`src/rtl/pipe_ctrl_pkg.sv`:
```
// Shared definitions for the pipelined control unit: opcodes, control-bundle
// layout and the halt sequencer state encoding.
package pipe_ctrl_pkg;

   localparam logic [3:0] OP_SHIFT_LO = 4'b0100;
   localparam logic [3:0] OP_SHIFT_HI = 4'b0110;
   localparam logic [3:0] OP_LW       = 4'b1000;
   localparam logic [3:0] OP_SW       = 4'b1001;
   localparam logic [3:0] OP_LLB      = 4'b1010;
   localparam logic [3:0] OP_LHB      = 4'b1011;
   localparam logic [3:0] OP_B        = 4'b1100;
   localparam logic [3:0] OP_BR       = 4'b1101;
   localparam logic [3:0] OP_PCS      = 4'b1110;
   localparam logic [3:0] OP_HLT      = 4'b1111;

   // Control bundle bit positions, LSB first; an all-zero bundle is a bubble.
   localparam int CTRLW         = 10;
   localparam int B_VALID       = 0;
   localparam int B_REG_WRITE   = 1;
   localparam int B_REG_DST     = 2;
   localparam int B_ALU_SRC_IMM = 3;
   localparam int B_MEM_READ    = 4;
   localparam int B_MEM_WRITE   = 5;
   localparam int B_MEM_TO_REG  = 6;
   localparam int B_MEM_HALF    = 7;
   localparam int B_PCS         = 8;
   localparam int B_HALT        = 9;

   typedef enum logic [1:0] {
      ST_RUN    = 2'd0,
      ST_DRAIN  = 2'd1,
      ST_HALTED = 2'd2
   } halt_state_e;

endpackage

```
`src/rtl/pipe_ctrl_decode.sv`:
```
// Combinational ID-stage decoder: opcode to control bundle, plus flags telling
// the hazard logic which register fields the instruction actually reads.
module ctrl_decode
   import pipe_ctrl_pkg::*;
#(
   parameter int OPW = 4
) (
   input  logic [OPW-1:0]   opcode,
   output logic [CTRLW-1:0] ctrl,
   output logic             use_rs,
   output logic             use_rt,
   output logic             use_rd
);

   always_comb begin
      ctrl   = '0;
      use_rs = 1'b0;
      use_rt = 1'b0;
      use_rd = 1'b0;
      ctrl[B_VALID] = 1'b1;
      // PCS writes its result through reg_write alone; the pcs bit stays low.
      ctrl[B_PCS]   = 1'b0;
      if (!opcode[OPW-1]) begin
         ctrl[B_REG_WRITE] = 1'b1;
         ctrl[B_REG_DST]   = 1'b1;
         use_rs            = 1'b1;
         // Shift/rotate carry an immediate in the rt field, so rt is not read.
         if (opcode >= OPW'(OP_SHIFT_LO) && opcode <= OPW'(OP_SHIFT_HI)) begin
            ctrl[B_ALU_SRC_IMM] = 1'b1;
         end else begin
            use_rt = 1'b1;
         end
      end else begin
         case (opcode)
            OPW'(OP_LW): begin
               ctrl[B_REG_WRITE]   = 1'b1;
               ctrl[B_MEM_READ]    = 1'b1;
               ctrl[B_MEM_TO_REG]  = 1'b1;
               ctrl[B_ALU_SRC_IMM] = 1'b1;
               use_rs              = 1'b1;
            end
            OPW'(OP_SW): begin
               ctrl[B_MEM_WRITE]   = 1'b1;
               ctrl[B_ALU_SRC_IMM] = 1'b1;
               use_rs              = 1'b1;
               use_rt              = 1'b1;
            end
            OPW'(OP_LLB): begin
               ctrl[B_REG_WRITE] = 1'b1;
               use_rd            = 1'b1;
            end
            OPW'(OP_LHB): begin
               ctrl[B_REG_WRITE] = 1'b1;
               ctrl[B_MEM_HALF]  = 1'b1;
               use_rd            = 1'b1;
            end
            OPW'(OP_B): begin
               ctrl[B_VALID] = 1'b1;
            end
            OPW'(OP_BR): begin
               use_rs = 1'b1;
            end
            OPW'(OP_PCS): begin
               ctrl[B_REG_WRITE] = 1'b1;
            end
            OPW'(OP_HLT): begin
               ctrl[B_HALT] = 1'b1;
            end
            default: begin
               ctrl = '0;
            end
         endcase
      end
   end

endmodule

```
`src/rtl/pipe_ctrl.sv`:
```
// Pipelined control unit: decodes ID, carries bundles through EX/MEM/WB,
// inserts load-use bubbles, flushes IF/ID on taken branches and sequences HLT.
module pipe_ctrl
   import pipe_ctrl_pkg::*;
#(
   parameter int OPW   = 4,
   parameter int RAW   = 4,
   parameter int CNTW  = 16,
   parameter int DRAIN = 3
) (
   input  logic             clk,
   input  logic             rst_n,
   input  logic             id_valid,
   input  logic [OPW-1:0]   opcode,
   input  logic [RAW-1:0]   rs,
   input  logic [RAW-1:0]   rt,
   input  logic [RAW-1:0]   rd,
   input  logic             branch_taken,
   output logic             stall,
   output logic             flush_ifid,
   output logic [CTRLW-1:0] ex_ctrl,
   output logic [CTRLW-1:0] mem_ctrl,
   output logic [CTRLW-1:0] wb_ctrl,
   output logic [RAW-1:0]   ex_rd,
   output logic [RAW-1:0]   mem_rd,
   output logic [RAW-1:0]   wb_rd,
   output logic             halted,
   output logic [CNTW-1:0]  stall_cnt
);

   localparam int DCW = (DRAIN > 1) ? $clog2(DRAIN) : 1;

   halt_state_e      state, next_state;
   logic [DCW-1:0]   drain_cnt;
   logic [CTRLW-1:0] id_ctrl;
   logic             use_rs, use_rt, use_rd;
   logic             src_match, load_use, issue, hlt_issue;

   ctrl_decode #(.OPW(OPW)) u_decode (
      .opcode (opcode),
      .ctrl   (id_ctrl),
      .use_rs (use_rs),
      .use_rt (use_rt),
      .use_rd (use_rd)
   );

   // Register 0 is hard-wired zero, so a load targeting it never blocks ID.
   always_comb begin
      src_match = (use_rs && (rs == ex_rd)) ||
                  (use_rt && (rt == ex_rd)) ||
                  (use_rd && (rd == ex_rd));
      load_use  = (state == ST_RUN) && id_valid && ex_ctrl[B_MEM_READ] &&
                  (ex_rd != '0) && src_match;
      issue     = (state == ST_RUN) && id_valid && !load_use;
      hlt_issue = issue && id_ctrl[B_HALT];
   end

   always_ff @(posedge clk or negedge rst_n) begin
      if (!rst_n) begin
         state <= ST_RUN;
      end else begin
         state <= next_state;
      end
   end

   always_comb begin
      next_state = state;
      case (state)
         ST_RUN:    if (hlt_issue) next_state = ST_DRAIN;
         ST_DRAIN:  if ((drain_cnt == '0) && wb_ctrl[B_HALT]) next_state = ST_HALTED;
         ST_HALTED: next_state = ST_HALTED;
         default:   next_state = ST_RUN;
      endcase
   end

   // A stall outranks a flush: the branch is re-evaluated once ID is free.
   always_comb begin
      stall      = rst_n && (load_use || (state != ST_RUN));
      flush_ifid = rst_n && (state == ST_RUN) && id_valid && !load_use && branch_taken &&
                   ((opcode == OPW'(OP_B)) || (opcode == OPW'(OP_BR)));
      halted     = (state == ST_HALTED);
   end

   always_ff @(posedge clk or negedge rst_n) begin
      if (!rst_n) begin
         drain_cnt <= '0;
      end else if (hlt_issue) begin
         drain_cnt <= DCW'(DRAIN - 1);
      end else if ((state == ST_DRAIN) && (drain_cnt != '0)) begin
         drain_cnt <= drain_cnt - 1'b1;
      end
   end

   always_ff @(posedge clk or negedge rst_n) begin
      if (!rst_n) begin
         ex_ctrl  <= '0;
         mem_ctrl <= '0;
         wb_ctrl  <= '0;
         ex_rd    <= '0;
         mem_rd   <= '0;
         wb_rd    <= '0;
      end else if (state == ST_HALTED) begin
         ex_ctrl  <= '0;
         mem_ctrl <= '0;
         wb_ctrl  <= '0;
         ex_rd    <= '0;
         mem_rd   <= '0;
         wb_rd    <= '0;
      end else begin
         ex_ctrl  <= issue ? id_ctrl : '0;
         ex_rd    <= issue ? rd : '0;
         mem_ctrl <= ex_ctrl;
         mem_rd   <= ex_rd;
         wb_ctrl  <= mem_ctrl;
         wb_rd    <= mem_rd;
      end
   end

   always_ff @(posedge clk or negedge rst_n) begin
      if (!rst_n) begin
         stall_cnt <= '0;
      end else if (load_use && (stall_cnt != '1)) begin
         stall_cnt <= stall_cnt + 1'b1;
      end
   end

endmodule
```
`config.mk`:
```
export PLATFORM = sky130hd
export DESIGN_NAME = pipe_ctrl
export DESIGN_NICKNAME = d
export VERILOG_FILES = /design/src/rtl/pipe_ctrl_pkg.sv /design/src/rtl/pipe_ctrl_decode.sv /design/src/rtl/pipe_ctrl.sv
export SDC_FILE = /design/constraint.sdc
export NUM_CORES = 1
export LEC_CHECK = 0
export ABC_AREA = 1
export ABC_CLOCK_PERIOD_IN_PS = 3600
export BUFFER_PORTS_ARGS = -buffer_cell sky130_fd_sc_hd__buf_2
export CAP_MARGIN = 10
export CORE_ASPECT_RATIO = 0.6
export CORE_MARGIN = 2
export CORE_UTILIZATION = 57
export CTS_BUF_LIST = sky130_fd_sc_hd__clkbuf_8
export CTS_CLUSTER_SIZE = 14
export DETAILED_ROUTE_END_ITERATION = 8
export PLACE_DENSITY = 0.9
export SLEW_MARGIN = 20
export SYNTH_ARGS = -nofsm -noshare
export SYNTH_HDL_FRONTEND = slang
export SYNTH_SLANG_ARGS = --single-unit
```
`constraint.sdc`:
```
create_clock -name clk -period 3.6 [get_ports clk]
set_input_delay 0.18 -clock clk [delete_from_list [all_inputs] [get_ports clk]]
set_output_delay 0.18 -clock clk [all_outputs]
set_load 0.01 [all_outputs]
```
== Word-level counts from Yosys, hierarchy flattened ==
Index checks and enable logic that the tools add are counted.

* $add $sub $neg: 2
* Multipliers: 0
* Div/mod/pow operators: 0
* Order comparisons: 2
* Equality and inequality tests: 16
* Shift operators: 0
* Mux-type cells: 30
* Bitwise gates (word level): 0
* Reductions and logical operators: 36

{| class="wikitable"
|+ Operator list
! kind !! count
|-
| $mux W10 || 4
|-
| $eq A4 B4 Y1 const B || 8
|-
| $logic_and A1 B1 Y1 || 19
|-
| $add A16 B1 Y16 const B || 1
|-
| $mux W4 || 4
|-
| $ne A16 B16 Y1 const B || 1
|-
| $mux W1 || 15
|-
| $eq A4 B4 Y1 || 3
|-
| $mux W2 || 4
|-
| $reduce_or A8 Y1 || 1
|-
| $mux W6 || 1
|-
| $pmux W2 S3 || 1
|-
| $reduce_bool A2 Y1 || 3
|-
| $ge A4 B3 Y1 const B || 1
|-
| $le A4 B3 Y1 const B || 1
|-
| $logic_not A2 Y1 || 2
|-
| $logic_or A1 B1 Y1 || 4
|-
| $ne A2 B2 Y1 const B || 2
|-
| $reduce_bool A4 Y1 || 1
|-
| $reduce_or A2 Y1 || 2
|-
| $reduce_or A4 Y1 || 1
|-
| $mux W3 || 1
|-
| $reduce_or A3 Y1 || 1
|-
| $eq A2 B1 Y1 const B || 1
|-
| 4 further kinds || 4
|}

* Flip-flop bits (word level): 62
* Bits in latches: 0
* Bits in writable memories: 0
* ROM bits: 0
* Input port bits: 20
* Output and inout bits: 61
* Logic and storage cells: 95
* Memories kept: 0

== Logic depth before layout (Yosys ltp) ==
* Depth after elaboration: 13
* Mapped depth: 14
* Mapped depth without buffers: 13

== Cells and area by module ==
From an unflattened synthesis, not the netlist that was laid out.

* Cells, all modules: 346
* Area, all modules: 3040.4 µm²

{| class="wikitable"
|+ By module, submodules not included
! module !! times used !! cells each !! area an instance (µm²) !! sequential area each (µm²)
|-
| pipe_ctrl || 1 || 313 || 2887.8 || 1551.5
|-
| ctrl_decode || 1 || 33 || 152.6 || 0.0
|}

== Worst setup path before layout ==
No wires, ideal clock.

* Path kind: register -> register
* Start point: register stall_cnt[0]
* End point: register stall_cnt[6]
* Setup time: 123 ps
* Arrival: 1609 ps
* Required time: 3477 ps
* Path slack: 1868 ps
* Stages on the path, launching flop included: 12
* Buffers on the path: 1
* Period minus slack after synthesis: 1732 ps
* Path through: dfrtp_1 > ha_1 > nand3_1 > nor2_2 > nand2_1 > nor2_2 > nand4_2 > nand2_4 > inv_2 > buf_6 > o21ai_1 > o21ai_1

* Cells in the longest elaborated chain, start to end: 2
* Elaborated cells on any way between the ends: 3
* Classes of those cells: 1 x add/sub; 1 x eq/ne; 1 x reduce/logical

{| class="wikitable"
|+ RTL lines
! what !! RTL line !! RTL
|-
| from (decl) || pipe_ctrl.sv:28 || <nowiki>output logic [CNTW-1:0] stall_cnt</nowiki>
|-
| from (signal assigned) || pipe_ctrl.sv:123 || <nowiki>stall_cnt <= stall_cnt + 1'b1;</nowiki>
|-
| parallel branches: the longest is 2 deep, another holds $add A16 B1 Y16 || -- ||
|}

Parallel ways; which one is timed is not known.
A chain may end at the register's enable or synchronous reset.

== Final worst setup path ==
* Start point: register state[0]
* End point: output port stall

* Cells in the longest elaborated chain, start to end: 7
* Elaborated cells on any way between the ends: 8
* Classes of those cells: 8 x reduce/logical

{| class="wikitable"
|+ RTL lines
! what !! RTL line !! RTL
|-
| from (decl) || pipe_ctrl.sv:33 || <nowiki>halt_state_e state, next_state;</nowiki>
|-
| from (signal assigned) || pipe_ctrl.sv:62 || <nowiki>state <= next_state;</nowiki>
|-
| $logic_not A2 Y1 || pipe_ctrl.sv:52 || <nowiki>load_use = (state == ST_RUN) && id_valid && ex_ctrl[B_MEM_READ] &&</nowiki>
|-
| $logic_and A1 B1 Y1 (3 in series) || pipe_ctrl.sv:52 ||
|-
| $logic_and A1 B1 Y1 || pipe_ctrl.sv:53 || <nowiki>(ex_rd != '0) && src_match;</nowiki>
|-
| $logic_or A1 B1 Y1 * || pipe_ctrl.sv:78 || <nowiki>stall = rst_n && (load_use || (state != ST_RUN));</nowiki>
|-
| $logic_and A1 B1 Y1 * || pipe_ctrl.sv:78 ||
|-
| to (decl) || pipe_ctrl.sv:19 || <nowiki>output logic stall,</nowiki>
|}

Every way passes the cells marked *; elsewhere a longest branch is shown, timed or not.

==> results_dict.tcl <==
set metrics [dict create \
    status "complete, no violations" \
    setup_ws_ps 1550 \
    ir_worst_vdd_mv 0.258 \
    ant_nets 0 \
    core_region_area_mm2 0.00464 \
    ys_types 34 \
    cp_max_fo 4 \
    n_antenna_cell 0 \
    tns_ps 0 \
    top_usage_layer "met1" \
    worstPathArrival_ps 1870 \
    maxCapViolations 0 \
    path_clk_slew_ps 100 \
    cts-buffers-inserted 5 \
    fin_crit_ps 2050 \
    critPathLaunchType "flip-flop" \
    grt_max_degree 49 \
    ys_warn_count 0 \
    area_delta_synth_final_pct 17.9 \
    postCtsSetupBuffers 0 \
    drive_gt1_frac 0.249 \
    internal-power_mw 1.02 \
    worstSetupPathType "flip-flop to primary output" \
    die-area_mm2 0.00547 \
    met3_usage 0.0520 \
    whs_path_depth 3 \
    viasPerCell 4.99 \
    drt_iter0_drc 215 \
    clk_latency_ps 310 \
    hp-class "input port to flip-flop" \
    comb_power_share 0.297 \
    die_x_um 94.1 \
    yosysTopAreaCell "dfrtp_1" \
    ff2ff_setup_slack_ps 1610 \
    hold_violations 0 \
    rsz0062_at_grt "no" \
    ys_ff_latch 56 \
    synth_area_mm2 0.00278 \
    worst_r2r_path_depth 13 \
    post-route-drc-count 0 \
    num_vias 2415 \
    io_buffers 77 \
    fin_worst_skew_ps 6.36 \
    first_global_vias 2182 \
    cts_tree "built" \
    p_leak_nw 1.91 \
    hold-worst-slack_ps 87.3 \
    maxSlewViolCount 0 \
    track_usage 0.253 \
    synthCells 343 \
    wirelength_um 6280 \
    nets 445 \
    initial_core_util 0.599 \
    htree_levels 2 \
    powerDensity_mw_per_mm2 485 \
    fmax_mhz 488 \
    gr-total-overflow 0 \
    avgSynthCellArea_um2 8.10 \
    ys_seq_area_frac 0.505 \
    clock_power_share 0.222 \
    grt_use_met2 0.369 \
    wl_per_cell_um 13.0 \
    crit_chain "inv_1, ha_1, nand2_1, inv_1, nand2_1, a41oi_1, nand2_2, a21boi_0, buf_2" \
    timing.final.crit_share 0.570 \
    cts.sinks 56 \
    synth.area.top_cells "dfrtp_1 (50%), nand2_1 (12%), inv_1 (8.0%), nor2_1 (6.6%), nand3_1 (3.1%)" \
    seqPwrFrac 0.481 \
    boundaryPins 81 \
    dp_worst_setup_slack_ps 1680 \
    critPathMaxStageDelay_ps 420 \
    gr-usage-met1 0.393 \
    p_sw_frac 0.356 \
    grt_pass1_wl_um 10500 \
    cp-end-kind "primary output" \
    synth_top_area_share 0.505 \
    postCtsHoldBufs 1 \
    crit_required_ps 3420 \
    power.switching_mw 0.565 \
    max_slew_margin 0.599 \
    die_h_um 58.1 \
    row_count 19 \
    cts.path.max_buffers 2 \
    gp_congestion 1.01 \
    crit_slowest_cell "dfrtp_1" \
    cts_root_buf "clkbuf_8" \
    hpwl_um 4750 \
    firstDrtPassIters 6 \
    setup_violations 0 \
    antenna_found_initial 0 \
    cts.repair.resized 0 \
    tightest_slew_ps 601 \
]
==> power by group through the flow <==
stage          registers (mW)  clock network (mW)  logic, mW
2_1_floorplan           0.802                   0      0.277
3_3_place_gp            0.769                   0      0.445
3_5_place_dp            0.776                   0      0.465
4_1_cts                 0.764               0.356      0.471
5_1_grt                 0.775               0.382      0.530
6_report                0.763               0.353      0.471
==> logic make-up (layout without fill, tap and decap cells) <==
| kind of cell | after synthesis | count (layout) | share of synthesized area |
|---|---|---|---|
| and+or+nand+nor | 180 | 180 | 0.285 |
| buffers and inverters | 74 | 150 | 0.117 |
| DFF | 56 | 56 | 0.505 |
| AOI/OAI and AO/OA | 15 | 15 | 0.0306 |
| xor gates and xnor gates | 11 | 11 | 0.0347 |
| adders and majority gates | 5 | 5 | 0.0225 |
| other | 1 | 3 | 0.00135 |
| muxes | 1 | 1 | 0.00405 |
==> layer usage <==
metal  routed length [um]  vias to the layer above
li1                     -                     1173
met1                 2890                     1110
met2                 2800                      120
met3                  495                       12
met4                   94                        0
met5                    0                        -
==> per-stage QoR <==
step / util / instance area (um2) / power (mW) / instances
2_1_floorplan: - / 2790 / 1.08 / 345
3_3_place_gp: 0.684 / 3170 / 1.21 / 475
3_5_place_dp: 0.684 / 3170 / 1.24 / 475
4_1_cts: 0.706 / 3270 / 1.59 / 484
5_1_grt: 0.706 / 3270 / 1.69 / 484
6_report: 0.706 / 3270 / 1.59 / 484
==> worst paths after layout <==
path | endpoint | start
min in group asynchronous | stall_cnt[12]$_DFFE_PN0P_ | rst_n
max reg2reg | stall_cnt[2]$_DFFE_PN0P_ | state[0]$_DFFE_PN0P_
min reg2reg | wb_ctrl[5]$_DFF_PN0_ | mem_ctrl[5]$_DFF_PN0_
min | ex_rd[3]$_DFF_PN0_ | rd[3]
max in group asynchronous | mem_rd[1]$_DFF_PN0_ | rst_n
max | stall | state[0]$_DFFE_PN0P_
==> synth_stat cells <==
library cell / number
dfrtp_1: 56
nand4_1: 2
ha_1: 5
buf_6: 3
nand3_1: 17
nand2_1: 90
or2_4: 1
xor2_1: 6
nor2_2: 2
nor2_4: 1
nand2_2: 2
a21boi_0: 1
mux2_2: 1
nor3_2: 3
buf_2: 1
conb_1: 1
o21ai_0: 4
clkinv_2: 1
xnor2_1: 5
nor4_1: 1
inv_1: 59
a21oi_1: 1
buf_4: 6
nand3_2: 2
inv_2: 2
nand2_4: 1
nor3_1: 5
nor2_1: 49
a21oi_2: 1
a41oi_1: 1
o21ai_1: 7
clkbuf_1: 2
nand4_2: 1
nand3b_1: 3
==> cell usage in the layout, fill, tap and decap left out, drive strengths merged, types with 2 or more instances in the layout <==
| cell | n |
|---|---|
| a21oi | 2 |
| clkinv | 3 |
| nand4 | 3 |
| o21ai | 11 |
| clkbuf | 5 |
| conb | 3 |
| buf | 79 |
| xor2 | 6 |
| inv | 62 |
| ha | 5 |
| nor2 | 52 |
| dfrtp | 56 |
| nand2 | 93 |
| nand3 | 19 |
| xnor2 | 5 |
| nand3b | 3 |
| nor3 | 8 |
==> sequential cells by signal (all words and copies together), names as in the netlist <==
name       count
state          2
wb_ctrl        8
mem_rd         4
wb_rd          4
ex_rd          4
drain_cnt      2
stall_cnt     16
mem_ctrl       8
ex_ctrl        8
==> final cells by class <==
type	instances	area (um2)
Clock buffer	5	68.8
Clock inverter	3	22.5
Fill cell	378	1360
Inverter	62	234
Multi-Input combinational cell	215	1060
Sequential cell	56	1400
Tap cell	63	78.8
Timing Repair Buffer	80	410
==> worst max-delay path: cells and delay by family (launching register included) <==
kind / cells / cell delay (ps)
AO/OA/AOI/OAI: 2 / 360
adder cells (fa/ha/maj): 1 / 210
buffers and inverters: 3 / 340
flip-flops: 1 / 420
AND/OR/NAND/NOR: 3 / 230
No activity file was read; power rests on OpenSTA's default activity.
